## src/rtl/dac_serializer.sv

```systemverilog
// -----------------------------------------------------------------------------
// dac_serializer
//
// Frames the mono effect-chain output into I2S-style DAC slots. A new sample
// is parked in a holding register. At the start of each left slot (DACLRCK
// falling) it is copied into the frame register, which is then shifted out
// MSB first in both the left and the right slot. The shift starts one BCLK
// after each DACLRCK edge. Underruns (no new sample for a left frame) and
// overruns (a sample replaced before it was framed) are counted with
// saturating counters.
//
// Parameters
//   DATA_W  sample width and number of serial bits per slot
//   CNT_W   width of the underrun / overrun counters
//
// Ports
//   i_clk           codec bit clock (BCLK); all logic on its rising edge
//   i_rst_n         asynchronous active-low reset
//   i_lrc           DACLRCK, synchronous to i_clk (0 = left, 1 = right)
//   i_en            serializer enable
//   i_valid         one-cycle strobe: i_data carries a new sample
//   i_data          signed mono sample
//   o_dacdat        registered serial DAC data, MSB first
//   o_busy          high while a slot is being shifted out
//   o_underrun_cnt  left frames that found no new sample
//   o_overrun_cnt   samples overwritten before being framed
// -----------------------------------------------------------------------------
module dac_serializer #(
    parameter int DATA_W = 16,
    parameter int CNT_W  = 8
) (
    input  logic                     i_clk,
    input  logic                     i_rst_n,
    input  logic                     i_lrc,
    input  logic                     i_en,
    input  logic                     i_valid,
    input  logic signed [DATA_W-1:0] i_data,
    output logic                     o_dacdat,
    output logic                     o_busy,
    output logic [CNT_W-1:0]         o_underrun_cnt,
    output logic [CNT_W-1:0]         o_overrun_cnt
);

    localparam int IDX_W = (DATA_W > 1) ? $clog2(DATA_W) : 1;
    localparam logic [IDX_W-1:0] IDX_MSB = IDX_W'(DATA_W - 1);

    localparam logic [1:0] ST_IDLE  = 2'd0;
    localparam logic [1:0] ST_SHIFT = 2'd1;
    localparam logic [1:0] ST_PAD   = 2'd2;

    // Saturating increment: counters stick at all-ones instead of wrapping.
    function automatic logic [CNT_W-1:0] sat_inc(input logic [CNT_W-1:0] cnt);
        return (&cnt) ? cnt : cnt + 1'b1;
    endfunction

    logic                     lrc_r;
    logic                     lrc_armed;
    logic                     lrc_edge;
    logic                     lrc_fall;

    logic signed [DATA_W-1:0] hold_p0;
    logic                     fresh_p0;
    logic signed [DATA_W-1:0] frame_p1;

    logic [1:0]               state;
    logic [IDX_W-1:0]         idx_p2;

    // ---- Stage 0: DACLRCK edge detect ----
    // lrc_armed masks the first cycle after reset, when lrc_r has not yet
    // seen a real DACLRCK value and a spurious edge would otherwise appear.
    always_ff @(posedge i_clk or negedge i_rst_n) begin
        if (!i_rst_n) begin
            lrc_r     <= 1'b0;
            lrc_armed <= 1'b0;
        end else begin
            lrc_r     <= i_lrc;
            lrc_armed <= 1'b1;
        end
    end

    assign lrc_edge = lrc_armed & (i_lrc ^ lrc_r);
    assign lrc_fall = lrc_edge & ~i_lrc;

    // ---- Stage 0 -> 1: holding register and left-frame capture ----
    // A sample arriving in the same cycle as the left-slot start bypasses the
    // holding register so it is framed without counting an under/overrun.
    always_ff @(posedge i_clk or negedge i_rst_n) begin
        if (!i_rst_n) begin
            hold_p0        <= '0;
            fresh_p0       <= 1'b0;
            frame_p1       <= '0;
            o_underrun_cnt <= '0;
            o_overrun_cnt  <= '0;
        end else begin
            if (i_valid) begin
                hold_p0 <= i_data;
            end

            if (lrc_fall && i_en) begin
                fresh_p0 <= 1'b0;
                if (i_valid) begin
                    frame_p1 <= i_data;
                end else if (fresh_p0) begin
                    frame_p1 <= hold_p0;
                end else begin
                    o_underrun_cnt <= sat_inc(o_underrun_cnt);
                end
            end else if (i_valid) begin
                fresh_p0 <= 1'b1;
                if (fresh_p0 && i_en) begin
                    o_overrun_cnt <= sat_inc(o_overrun_cnt);
                end
            end
        end
    end

    // ---- Stage 1 -> 2: slot FSM and serial output ----
    // Every DACLRCK edge (re)starts a slot at the MSB, which also aborts a
    // slot that was cut short. The edge cycle itself drives 0 so the MSB
    // lands one BCLK after the edge.
    always_ff @(posedge i_clk or negedge i_rst_n) begin
        if (!i_rst_n) begin
            state    <= ST_IDLE;
            idx_p2   <= IDX_MSB;
            o_dacdat <= 1'b0;
        end else if (!i_en) begin
            state    <= ST_IDLE;
            idx_p2   <= IDX_MSB;
            o_dacdat <= 1'b0;
        end else if (lrc_edge) begin
            state    <= ST_SHIFT;
            idx_p2   <= IDX_MSB;
            o_dacdat <= 1'b0;
        end else begin
            case (state)
                ST_SHIFT: begin
                    o_dacdat <= frame_p1[idx_p2];
                    if (idx_p2 == '0) begin
                        state <= ST_PAD;
                    end else begin
                        idx_p2 <= idx_p2 - 1'b1;
                    end
                end
                ST_PAD: begin
                    o_dacdat <= 1'b0;
                end
                default: begin
                    state    <= ST_IDLE;
                    o_dacdat <= 1'b0;
                end
            endcase
        end
    end

    assign o_busy = (state == ST_SHIFT);

endmodule

```

## config.mk

```make
export PLATFORM = sky130hd
export DESIGN_NAME = dac_serializer
export DESIGN_NICKNAME = d
export VERILOG_FILES = /design/src/rtl/dac_serializer.sv
export SDC_FILE = /design/constraint.sdc
export NUM_CORES = 1
export LEC_CHECK = 0
export ABC_CLOCK_PERIOD_IN_PS = 2000
export BUFFER_PORTS_ARGS = -buffer_cell sky130_fd_sc_hd__buf_2
export CAP_MARGIN = 5
export CORE_ASPECT_RATIO = 0.75
export CORE_MARGIN = 10
export CORE_UTILIZATION = 56
export DETAILED_ROUTE_END_ITERATION = 6
export PLACE_DENSITY = 0.79
export RECOVER_POWER = 50
export SYNTH_ARGS = -nofsm -noshare
export SYNTH_HDL_FRONTEND = slang
export SYNTH_SLANG_ARGS = --single-unit
```

## constraint.sdc

```tcl
create_clock -name i_clk -period 2 [get_ports i_clk]
set_input_delay 0.1 -clock i_clk [delete_from_list [all_inputs] [get_ports i_clk]]
set_output_delay 0.1 -clock i_clk [all_outputs]
set_load 0.03 [all_outputs]
```

* After elaboration in Yosys (flattened, before gate mapping) *
Cells that the tools add are included.

word-level totals
  register bits = 58
  input port bits = 21
  word-level logic and storage cells = 58

operators by class
  $add $sub $neg = 3
  $lt $le $gt $ge = 1
  equal/unequal tests = 6
  multiplexer cells = 17
  bitwise operators = 9
  reductions and logical operators = 12

operators with widths
  operator               number
  $mux W16               2
  $add A8 B1 Y8 const B  2
  $mux W4                4
  $reduce_and A8 Y1      2
  $reduce_and A4 Y1      2
  $mux W1                6
  $mux W2                3
  $ne A3 B3 Y1 const B   2
  $not A1 Y1             6
  $reduce_and A2 Y1      3
  $lt A4 B5 Y1 const B   1
  $bmux W1 S4            1
  $logic_not A4 Y1       1
  $ne A4 B2 Y1 const B   1
  $pmux W2 S2            1
  $reduce_bool A2 Y1     2
  $sub A4 B1 Y4 const B  1
  $ne A3 B1 Y1 const B   1
  $and A1 B1 Y1          2
  $eq A2 B1 Y1 const B   1
  $eq A2 B2 Y1 const B   1
  $logic_and A1 B1 Y1    2
  $xor A1 B1 Y1          1

* Depth between registers and ports, before layout *
Gate-level depths: netlist of the first run.

  depth in word-level cells = 6
  mapped depth = 7

* Worst setup path after synthesis of the first run *
No wires, ideal clock.

  kind = reg2reg
  start point = register o_overrun_cnt[0]
  end point = register o_overrun_cnt[1]
  library setup time = 0.127 ns
  arrival time = 1.722 ns
  setup slack = 0.150 ns
  stages on the path, launching flop included = 5
  period minus slack after synthesis = 1.850 ns
  cell sequence = dfrtp_1 ha_1 and2_1 a311oi_4 mux2_1

on the way
  word-level cells in the longest chain between the ends = 3

RTL lines
  element                                                RTL line  source
  start, declared                                        41        output logic [CNT_W-1:0] o_overrun_cnt
  start signal, assigned                                 111       o_overrun_cnt <= sat_inc(o_overrun_cnt);
  branches (longest 3 deep; another with $add A8 B1 Y8)  -

Parallel ways; which one is timed is not known.
A chain may end at the register's enable or synchronous reset.

* Worst setup path after layout of the first run *
Same ends and word-level chain as after synthesis.

==> impl_results.md, run 1 <==
* Final setup margin at 0.193 ns
* Area Growth Syn to Fin at 17.2%
* DR WL/cell at 15.6 um
* Max stage delay on crit path at 0.49 ns
* Syn Area/Cell at 13.7 sq um
* Number of H-tree levels at 3
* PnR Total Power at 3.12 mW
* Least-Margin Pin Slew at 1.22 ns
* Synth Warn # at 0
* Worst-case clock buffer depth at 2
* Core Footprint at 4470 sq um
* Count of final setup violators at 0
* Maximum clock rate at 0.553 GHz
* R2R setup slack at 0.19 ns
* Area share of the largest cell type after synthesis at 0.523
* Post-CTS setup buffer count at 0
* Final Max Slew Viols at 0
* Placer's final routability congestion estimate at 0.787
* Hold crit path type: input port to flop
* Full die area at 7760 sq um
* Min cycle time layout at 1.81 ns
* Vias in the first global route at 1628
* # rows at 21
* Outcome: completed
* Ys async rst share at 1.00
* Power Density at 1030 nW/um^2
* Non-filler cells, final at 297
* Leakage Power at 1.46 nW
* Placed instance area at 2830 sq um
* Hold endpoint: hold_p0[9]
* Crit-path slowest cell: a311oi_4
* Vias per inst at 5.35
* Final Hold Vio Count at 0
* Top delay family on crit path: compound AO/OA/AOI/OAI gates
* Setup TNS at 0 ns
* First-pass GRT wire length at 8000 um
* Number of remaining DRC errors at 0
* CP Launch Type: flop
* Synthesized cell area at 2580 sq um
* Number of flops mapped to enable cells by yosys at 0
* Synthesized net count at 212
* First DRT Iteration DRCs at 52
* Worst min-delay path startpoint: i_data[9]
* DRT antenna net count at 0
* Maximum fanout along the worst path at 8
* Total Nets Final at 260
* DRT Pass-1 Iters at 4
* Total CTS buffers at 9
* Layout cells sized above 1 at 0.363
* Synth cell types at 38
* Hold_ws at 0.0130 ns
* Post-Route WL at 4650 um
* Place WS at 0.179 ns
* Initial antenna violation count at 0
* Largest net degree at the start of global routing at 38
* R2R Path End: o_overrun_cnt[1]
* Dpl cells at 280
* Die width at 98.4 um
* Cts-stage hold buffer count at 2
* CTS tree: yes
* Clock-pin slew on the worst setup and hold paths at 0.06 ns
* Slew HR at 0.189
* Synthesized instance count at 188
* Initial Utilization at 0.578
* Post-cts sizing count at 0
* Skew-Pair Late Insertion Delay at 0.33 ns
* Arrival @ worst endpoint at 2.02 ns
* GRT Util Overall at 0.129
* RSZ-0062 raised after global routing: no
* Final worst path period share at 0.903
* GRT overflow at 0
* Buf/Inv on CP at 0
* Post-route cell area at 3030 sq um
* I/O Buffers at 38
* HPWL Detailed at 3320 um
* Largest area contributor in the netlist: dfrtp_1
* WP data required at 2.22 ns
* Chip Height at 78.8 um
* N_diodes at 0
* RR Startpoint: o_overrun_cnt[0]
* Worst-path cell chain: ha_1, and2_1, a311oi_4, mux2_1
* Endpoint class of the critical path: flop
* Clock Skew at 0.00526 ns
* Prevailing post-synth register cell: dfrtp_1
* Peak VDD IR at 0.759 mV
* Worst Reg2Reg Path Length in Cells at 4
* Critical path type: flop to flop
* Hold Crit Depth at 2
* Max_cap viols at 0
* Root buffer cell: clkbuf_8
* I/O pin total at 39
* Leading post-synthesis cells by cell area: dfrtp_1, mux2_2, mux2_4
* #FFs+latches synth at 58
* Sequential fraction of the synthesis area at 0.564
* DR vias at 1588
* Final core utilization at 0.678
* Clock Sinks at 58
==> cell usage after synthesis (2+ instances only) <==
master / n
dfrtp_1: 54
mux2_2: 20
nand2_1: 16
xnor2_1: 11
mux2_4: 9
mux2_1: 8
nand3_1: 7
xor2_1: 6
and3_1: 4
dfstp_2: 4
inv_1: 4
nand4_1: 4
nor3_1: 4
ha_1: 3
nand2b_1: 3
nor2_1: 3
and2_1: 2
buf_6: 2
mux4_2: 2
o211ai_1: 2
o21ai_0: 2
o22ai_1: 2
==> where the power goes <==
group,switching [mW],internal [mW]
Sequential,0.136,1.37
Combinational,0.307,0.289
Clock,0.422,0.598
==> routing by layer <==
metal	vias up	routed length, um	track usage
met2	39	2100	0.184
li1	759	-	-
met1	780	2170	0.161
met3	10	321	0.0753
met4	0	53	0.0371
met5	-	0	0
==> worst max-delay path by stage <==
stage | from | to | slack [ns] | cells after the start
floorplan | o_overrun_cnt[0] | o_overrun_cnt[1] | 0.15 | 4
global placement | o_overrun_cnt[0] | o_overrun_cnt[1] | 0.25 | 4
detailed placement | o_overrun_cnt[0] | o_overrun_cnt[1] | 0.18 | 4
CTS | o_overrun_cnt[0] | o_overrun_cnt[1] | 0.18 | 4
global route | o_overrun_cnt[0] | o_overrun_cnt[1] | 0.07 | 4
finish | o_overrun_cnt[0] | o_overrun_cnt[1] | 0.19 | 4
==> sequential cells by signal, indices dropped and copies added (netlist names) <==
register,count
o_underrun_cnt,8
o_overrun_cnt,8
idx_p2,4
hold_p0,16
frame_p1,16
lrc_r,1
o_dacdat,1
state,2
lrc_armed,1
fresh_p0,1
==> layout make-up <==
class / instances / area (sq um)
Timing Repair Buffer: 43 / 243
Inverter: 4 / 15.0
Sequential cell: 58 / 1460
Multi-Input combinational cell: 120 / 1060
Clock inverter: 3 / 40.0
Clock buffer: 12 / 145
Tap cell: 57 / 71.3
Fill cell: 340 / 1440
==> logic make-up (layout without fill, tap and decap cells) <==
group / after synthesis / in the layout / synth area share
and+or+nand+nor: 49 / 49 / 0.104
DFF: 58 / 58 / 0.564
AOI/OAI and AO/OA: 11 / 11 / 0.0397
buffers and inverters: 10 / 62 / 0.0266
adders and majority gates: 3 / 3 / 0.0145
xor gates and xnor gates: 17 / 17 / 0.0577
other: 1 / 1 / 0.00145
muxes: 39 / 39 / 0.192
==> cell usage in the layout, fill, tap and decap left out, types with 2 or more instances in the layout <==
| cell | count |
|---|---|
| mux2_4 | 9 |
| xor2_1 | 6 |
| o21ai_0 | 2 |
| and2_1 | 2 |
| xnor2_1 | 11 |
| nand3_1 | 7 |
| ha_1 | 3 |
| buf_2 | 36 |
| clkinv_2 | 2 |
| dfstp_2 | 4 |
| nand4_1 | 4 |
| o211ai_1 | 2 |
| clkbuf_8 | 10 |
| nand2_1 | 16 |
| and3_1 | 4 |
| clkbuf_1 | 4 |
| mux4_2 | 2 |
| nand2b_1 | 3 |
| mux2_2 | 14 |
| nor2_1 | 3 |
| dlygate4sd3_1 | 2 |
| mux2_1 | 14 |
| o22ai_1 | 2 |
| dfrtp_1 | 54 |
| inv_1 | 4 |
| nor3_1 | 4 |
| buf_4 | 2 |
Note: power is estimated with default switching activity, not from simulation.
==> inputs of run 2 (changes only) <==
ABC_AREA = 1   (was default)
PLACE_DENSITY = 0.78   (was 0.79)
==> impl_results.md, run 2 <==
* Vias per inst at 5.02 (was 5.35)
* Worst Reg2Reg Path Length in Cells at 8 (was 4)
* Slew HR at 0.0881 (was 0.189)
* Clock network fraction of total power at 0.363 (was 0.327)
* GRT met1 Usage at 0.199 (was 0.161)
* Sequential Power Share at 0.445 (was 0.482)
* Layout cells sized above 1 at 0.184 (was 0.363)
* Commonest cells in the netlist: nand2_1, dfrtp_1, inv_1 (was dfrtp_1, mux2_2, nand2_1)
* First DRT Iteration DRCs at 115 (was 52)
* Area Growth Syn to Fin at 22.1% (was 17.2%)
* DR WL/cell at 12.9 um (was 15.6 um)
* Post-CTS setup buffer count at 0 (unchanged)
* DR vias at 2254 (was 1588)
* Prevailing post-synth register cell: dfrtp_1 (unchanged)
* Count of final setup violators at 0 (unchanged)
* Root buffer cell: clkbuf_8 (unchanged)
* Max_cap viols at 0 (unchanged)
* First-pass GRT wire length at 10400 um (was 8000 um)
* GRT Util Overall at 0.159 (was 0.129)
* Post-route cell area at 3340 sq um (was 3030 sq um)
* Core Footprint at 4600 sq um (was 4470 sq um)
* Maximum fanout along the worst path at 11 (was 8)
* Leakage Power at 1.76 nW (was 1.46 nW)
* #FFs+latches synth at 58 (unchanged)
* Min cycle time layout at 1.76 ns (was 1.81 ns)
* Vias in the first global route at 2308 (was 1628)
* Critical path type: flop to flop (unchanged)
* Synthesized net count at 349 (was 212)
* GRT met3 Usage at 0.0736 (was 0.0753)
* Full die area at 8110 sq um (was 7760 sq um)
* Hold Crit Depth at 3 (was 2)
* Placer's final routability congestion estimate at 0.894 (was 0.787)
* Ys async rst share at 1.00 (unchanged)
* Clock-pin slew on the worst setup and hold paths at 0.06 ns (about the same)
* CTS tree: yes (unchanged)
* I/O Buffers at 38 (unchanged)
* Maximum clock rate at 0.569 GHz (was 0.553 GHz)
* Largest area contributor in the netlist: dfrtp_1 (unchanged)
* Buf/Inv on CP at 2 (was 0)
* Least-Margin Pin Slew at 1.37 ns (was 1.22 ns)
* Worst-case clock buffer depth at 2 (unchanged)
* Cell Int Power at 2.30 mW (was 2.25 mW)
* Hold endpoint: state[1] (was hold_p0[9])
* M2 GR Usage at 0.238 (was 0.184)
* Syn Area/Cell at 8.41 sq um (was 13.7 sq um)
* Number of flops mapped to enable cells by yosys at 0 (unchanged)
* Most frequent cells in the layout: nand2_1, dfrtp_1, inv_1, buf_2, o21ai_0 (was dfrtp_1, buf_2, nand2_1, mux2_2, mux2_1)
* Final worst path period share at 0.879 (was 0.903)
* Skew-Pair Late Insertion Delay at 0.35 ns (was 0.33 ns)
* Cell with the most instances after synthesis: nand2_1 (was dfrtp_1)
* N_diodes at 0 (unchanged)
* Endpoint class of the critical path: flop (unchanged)
* DRT Pass-1 Iters at 4 (unchanged)
* Total Nets Final at 411 (was 260)
* Largest net degree at the start of global routing at 59 (was 38)
* R2R Path End: idx_p2[3] (was o_overrun_cnt[1])
* HPWL Detailed at 3910 um (was 3320 um)
* Area share of the largest cell type after synthesis at 0.494 (was 0.523)
* Number of H-tree levels at 3 (unchanged)
* WP data required at 2.27 ns (was 2.22 ns)
* Post-Route WL at 5780 um (was 4650 um)
* Hold_ws at 0.0325 ns (was 0.0130 ns)
* Number of remaining DRC errors at 0 (unchanged)
* Max stage delay on crit path at 0.62 ns (was 0.49 ns)
* Top delay family on crit path: flip-flops (was compound AO/OA/AOI/OAI gates)
* Outcome: completed (unchanged)
* Worst-path cell chain: inv_1, ha_1, nand2_1, o21ai_2, inv_1, nand2_1, a21oi_1, o21ai_0 (was ha_1, and2_1, a311oi_4, mux2_1)
* Switching share of power at 0.300 (was 0.277)
* Final Hold Vio Count at 0 (unchanged)
* Leading post-synthesis cells by cell area: dfrtp_1, nand2_1, inv_1 (was dfrtp_1, mux2_2, mux2_4)
* GRT overflow at 0 (unchanged)
* Crit-path slowest cell: dfstp_2 (was a311oi_4)
* Arrival @ worst endpoint at 2.03 ns (was 2.02 ns)
* Final Max Slew Viols at 0 (unchanged)
* Synth Warn # at 0 (unchanged)
* Worst min-delay path startpoint: i_en (was i_data[9])
* CP Launch Type: flop (unchanged)
* Sequential fraction of the synthesis area at 0.533 (was 0.564)
* RR Startpoint: idx_p2[0] (was o_overrun_cnt[0])
* Initial antenna violation count at 0 (unchanged)
* Chip Height at 80.5 um (was 78.8 um)
* Most common cell after layout, fill and taps aside: nand2_1 (was dfrtp_1)
* Net Switching at 985 uW (was 865 uW)
* Power Density at 983 nW/um^2 (was 1030 nW/um^2)
* Clock Sinks at 58 (unchanged)
* Setup TNS at 0 ns (unchanged)
* DRT antenna net count at 0 (unchanged)
* Top Usage Layer GRT: met2 (unchanged)
* # rows at 21 (unchanged)
* Cts-stage hold buffer count at 18 (was 2)
* Initial Utilization at 0.595 (was 0.578)
* RSZ-0062 raised after global routing: no (unchanged)
* Hold crit path type: input port to flop (unchanged)
* Largest regs: frame_p1 (16), hold_p0 (16) (unchanged)
* Final core utilization at 0.726 (was 0.678)
* Synth cell types at 28 (was 38)
* I/O pin total at 39 (unchanged)
* Synthesized instance count at 325 (was 188)
* Combinational share of power at 0.192 (was 0.191)
* Post-cts sizing count at 0 (unchanged)
* Total CTS buffers at 9 (unchanged)
* Die width at 101 um (was 98.4 um)
* Synthesized cell area at 2730 sq um (was 2580 sq um)
* Placed instance area at 2960 sq um (was 2830 sq um)
* Clock Skew at 0.00653 ns (was 0.00526 ns)
* R2R setup slack at 0.24 ns (was 0.19 ns)
* Peak VDD IR at 1.02 mV (was 0.759 mV)
## run 2: power by group through the flow
stage	combinational [mW]	sequential, mW	clock [mW]
global placement	0.590	1.47	0
detailed placement	0.605	1.48	0
global route	0.715	1.48	1.26
CTS	0.640	1.46	1.20
finish	0.630	1.46	1.19
floorplan	0.316	1.57	0
## run 2: logic make-up after synthesis
kind of cell               Yosys count  share of synthesized area
and+or+nand+nor                    169                      0.270
xor gates and xnor gates            11                     0.0352
DFF                                 58                      0.533
other                                1                    0.00137
buffers and inverters               47                     0.0769
adders and majority gates            3                     0.0137
AOI/OAI and AO/OA                   36                     0.0700
## run 2: worst register-to-register path, stage by stage (launching register included)
cell and delay [ns]:
dfstp_2 0.62, inv_1 0.19, ha_1 0.27, nand2_1 0.11, o21ai_2 0.09, inv_1 0.13, nand2_1 0.08, a21oi_1 0.11
o21ai_0 0.09
## run 2: worst max-delay path by stage
stage	start	endpoint	depth (start not counted)
after floorplan	idx_p2[0]	idx_p2[3]	10
after global placement	idx_p2[0]	idx_p2[3]	8
after detailed placement	idx_p2[0]	idx_p2[3]	8
after CTS	idx_p2[0]	idx_p2[3]	8
after global routing	idx_p2[0]	idx_p2[3]	8
final	idx_p2[0]	idx_p2[3]	8
## run 2: final cells by class
cell class	count	area [sq um]
fillers	364	1260
inverters	38	145
clock inverters	6	80.1
well taps	57	71.3
repair buffers	60	395
flip-flops and latches	58	1460
multi-input cells	220	1050
clock buffers	10	138
## run 2: metal layers
metal	up-vias	wire [um]
met2	51	2610
met4	0	85
met3	8	343
li1	1138	-
met5	-	0
met1	1057	2740
## run 2: stage by stage
stage               worst slack, ns  power (mW)  std cells
global placement              0.359        2.06        415
CTS                           0.254        3.30        449
finish                        0.243        3.28        449
floorplan                     0.351        1.89        325
global route                 0.0791        3.46        449
detailed placement            0.262        2.08        415
==> inputs of run 3 (changes only) <==
==> constraint.sdc (replaced) <==
create_clock -name i_clk -period 2 [get_ports i_clk]
set_input_delay 0.2 -clock i_clk [delete_from_list [all_inputs] [get_ports i_clk]]
set_output_delay 0.2 -clock i_clk [all_outputs]
set_load 0.03 [all_outputs]
==> impl_results.md, run 3 (synthesis gave the netlist of run 2 again) <==
* CP Launch Type: flop (unchanged)
* Clock Sinks at 58 (unchanged)
* Clock Skew at 0.00762 ns (was 0.00653 ns)
* Full die area at 8110 sq um (unchanged)
* Least-Margin Pin Slew at 1.39 ns (was 1.37 ns)
* Hold Crit Depth at 1 (was 3)
* Cts-stage hold buffer count at 1 (was 18)
* Worst Reg2Reg Path Length in Cells at 8 (unchanged)
* Count of final setup violators at 0 (unchanged)
* Slew HR at 0.0739 (was 0.0881)
* # rows at 21 (unchanged)
* Final Hold Vio Count at 0 (unchanged)
* DR vias at 2142 (was 2254)
* I/O Buffers at 38 (unchanged)
* Skew-Pair Late Insertion Delay at 0.34 ns (was 0.35 ns)
* Largest regs: frame_p1 (16), hold_p0 (16) (unchanged)
* Max_cap viols at 0 (unchanged)
* Total Nets Final at 392 (was 411)
* First DRT Iteration DRCs at 101 (was 115)
* Post-Route WL at 5460 um (was 5780 um)
* Vias per inst at 4.98 (was 5.02)
* Placer's final routability congestion estimate at 0.868 (was 0.894)
* DR WL/cell at 12.7 um (was 12.9 um)
* Core Footprint at 4600 sq um (unchanged)
* CTS tree: yes (unchanged)
* Number of remaining DRC errors at 0 (unchanged)
* R2R Path End: idx_p2[3] (unchanged)
* Peak VDD IR at 0.993 mV (was 1.02 mV)
* Number of H-tree levels at 3 (unchanged)
* Layout cells sized above 1 at 0.190 (was 0.184)
* Outcome: completed (unchanged)
* DRT Pass-1 Iters at 5 (was 4)
* First-pass GRT wire length at 9570 um (was 10400 um)
* Initial Utilization at 0.595 (unchanged)
* Die width at 101 um (unchanged)
* Hold crit path type: input port to flop (unchanged)
* RR Startpoint: idx_p2[0] (unchanged)
* Final Max Slew Viols at 0 (unchanged)
* WP data required at 2.26 ns (was 2.27 ns)
* Setup TNS at 0 ns (unchanged)
* Worst-case clock buffer depth at 2 (unchanged)
* Root buffer cell: clkbuf_8 (unchanged)
* R2R setup slack at 0.25 ns (was 0.24 ns)
* Maximum fanout along the worst path at 11 (unchanged)
* Vias in the first global route at 2132 (was 2308)
* Post-CTS setup buffer count at 0 (unchanged)
* Leakage Power at 1.68 nW (was 1.76 nW)
* Fillers at 378 (was 364)
* DRT antenna net count at 0 (unchanged)
* Dpl cells at 413 (was 415)
* Worst min-delay path startpoint: i_lrc (was i_en)
* Arrival @ worst endpoint at 2.01 ns (was 2.03 ns)
* Post-cts sizing count at 0 (unchanged)
* Initial antenna violation count at 0 (unchanged)
* HPWL Detailed at 3860 um (was 3910 um)
* Power Density at 1020 nW/um^2 (was 983 nW/um^2)
* Final worst path period share at 0.877 (was 0.879)
* Area Growth Syn to Fin at 16.0% (was 22.1%)
* Critical path type: flop to flop (unchanged)
* N_diodes at 0 (unchanged)
* Maximum clock rate at 0.570 GHz (was 0.569 GHz)
* Largest net degree at the start of global routing at 59 (unchanged)
* Chip Height at 80.5 um (unchanged)
* I/O pin total at 39 (unchanged)
* GRT Util Overall at 0.148 (was 0.159)
* Hold endpoint: lrc_r (was state[1])
* GRT overflow at 0 (unchanged)
* Total CTS buffers at 9 (unchanged)
* Clock-pin slew on the worst setup and hold paths at 0.06 ns (about the same)
* Hold_ws at 0.0356 ns (was 0.0325 ns)
* RSZ-0062 raised after global routing: no (unchanged)
* Non-filler cells, final at 430 (was 449)
* Most frequent cells in the layout: nand2_1, dfrtp_1, buf_2, inv_1, o21ai_0 (was nand2_1, dfrtp_1, inv_1, buf_2, o21ai_0)
* Min cycle time layout at 1.75 ns (was 1.76 ns)
* Most common cell after layout, fill and taps aside: nand2_1 (unchanged)
* Endpoint class of the critical path: flop (unchanged)
run 3: changes by cell type in the layout (fill, tap and decap cells not counted):
cell	delta
dlygate4sd3_1	-17
buf_4	-2
clkinv_2	-2
buf_2	+1
clkinvlp_4	+1
nand4_1	-1
nand4_4	+1
run 3: how the worst max path moves through the flow:
stage / slack [ns] / startpoint / end
2_1_floorplan: 0.35 / idx_p2[0] / idx_p2[3]
3_3_place_gp: 0.28 / idx_p2[0] / idx_p2[3]
3_5_place_dp: 0.26 / idx_p2[0] / idx_p2[3]
4_1_cts: 0.26 / idx_p2[0] / idx_p2[3]
5_1_grt: 0.03 / idx_p2[0] / idx_p2[3]
6_report: 0.25 / idx_p2[0] / idx_p2[3]
run 3: critical path, cell delays in order, from the launching register on:
cell and delay, ns:
dfstp_2 0.63, inv_1 0.20, ha_1 0.26, nand2_1 0.10, o21ai_2 0.08, inv_1 0.12, nand2_1 0.07, a21oi_1 0.12
o21ai_0 0.09
run 3: power by group:
| part | internal [mW] | leakage (nW) | switching [mW] | total (mW) |
|---|---|---|---|---|
| logic | 0.202 | 0.852 | 0.396 | 0.599 |
| registers | 1.34 | 0.720 | 0.118 | 1.46 |
| clock network | 0.731 | 0.109 | 0.444 | 1.18 |
| total | 2.28 | 1.68 | 0.958 | 3.24 |
run 3: area by class of cell:
cell class                 instances  area [sq um]  area share
tap                               57          71.3      0.0225
clock inverter                     5          77.6      0.0245
clock buffer                      11           141      0.0446
timing repair buffer              41           211      0.0667
inverter                          38           145      0.0458
multi-input combinational        220          1070       0.337
sequential                        58          1460       0.459
run 3: routing by layer:
metal,vias up,part of all wire,track usage
li1,1100,-,-
met4,0,0.011,0.0437
met2,59,0.42,0.210
met1,975,0.51,0.195
met3,8,0.061,0.0710
met5,-,0,0
run 3: per-stage QoR:
step           worst slack, ns  utilization  cell area (sq um)  total power, mW
2_1_floorplan            0.351            -               2730             1.89
3_5_place_dp             0.256        0.643               2960             2.08
5_1_grt                 0.0320        0.690               3170             3.40
6_report                 0.245        0.690               3170             3.24
3_3_place_gp             0.283        0.643               2960             2.06
4_1_cts                  0.257        0.693               3190             3.27
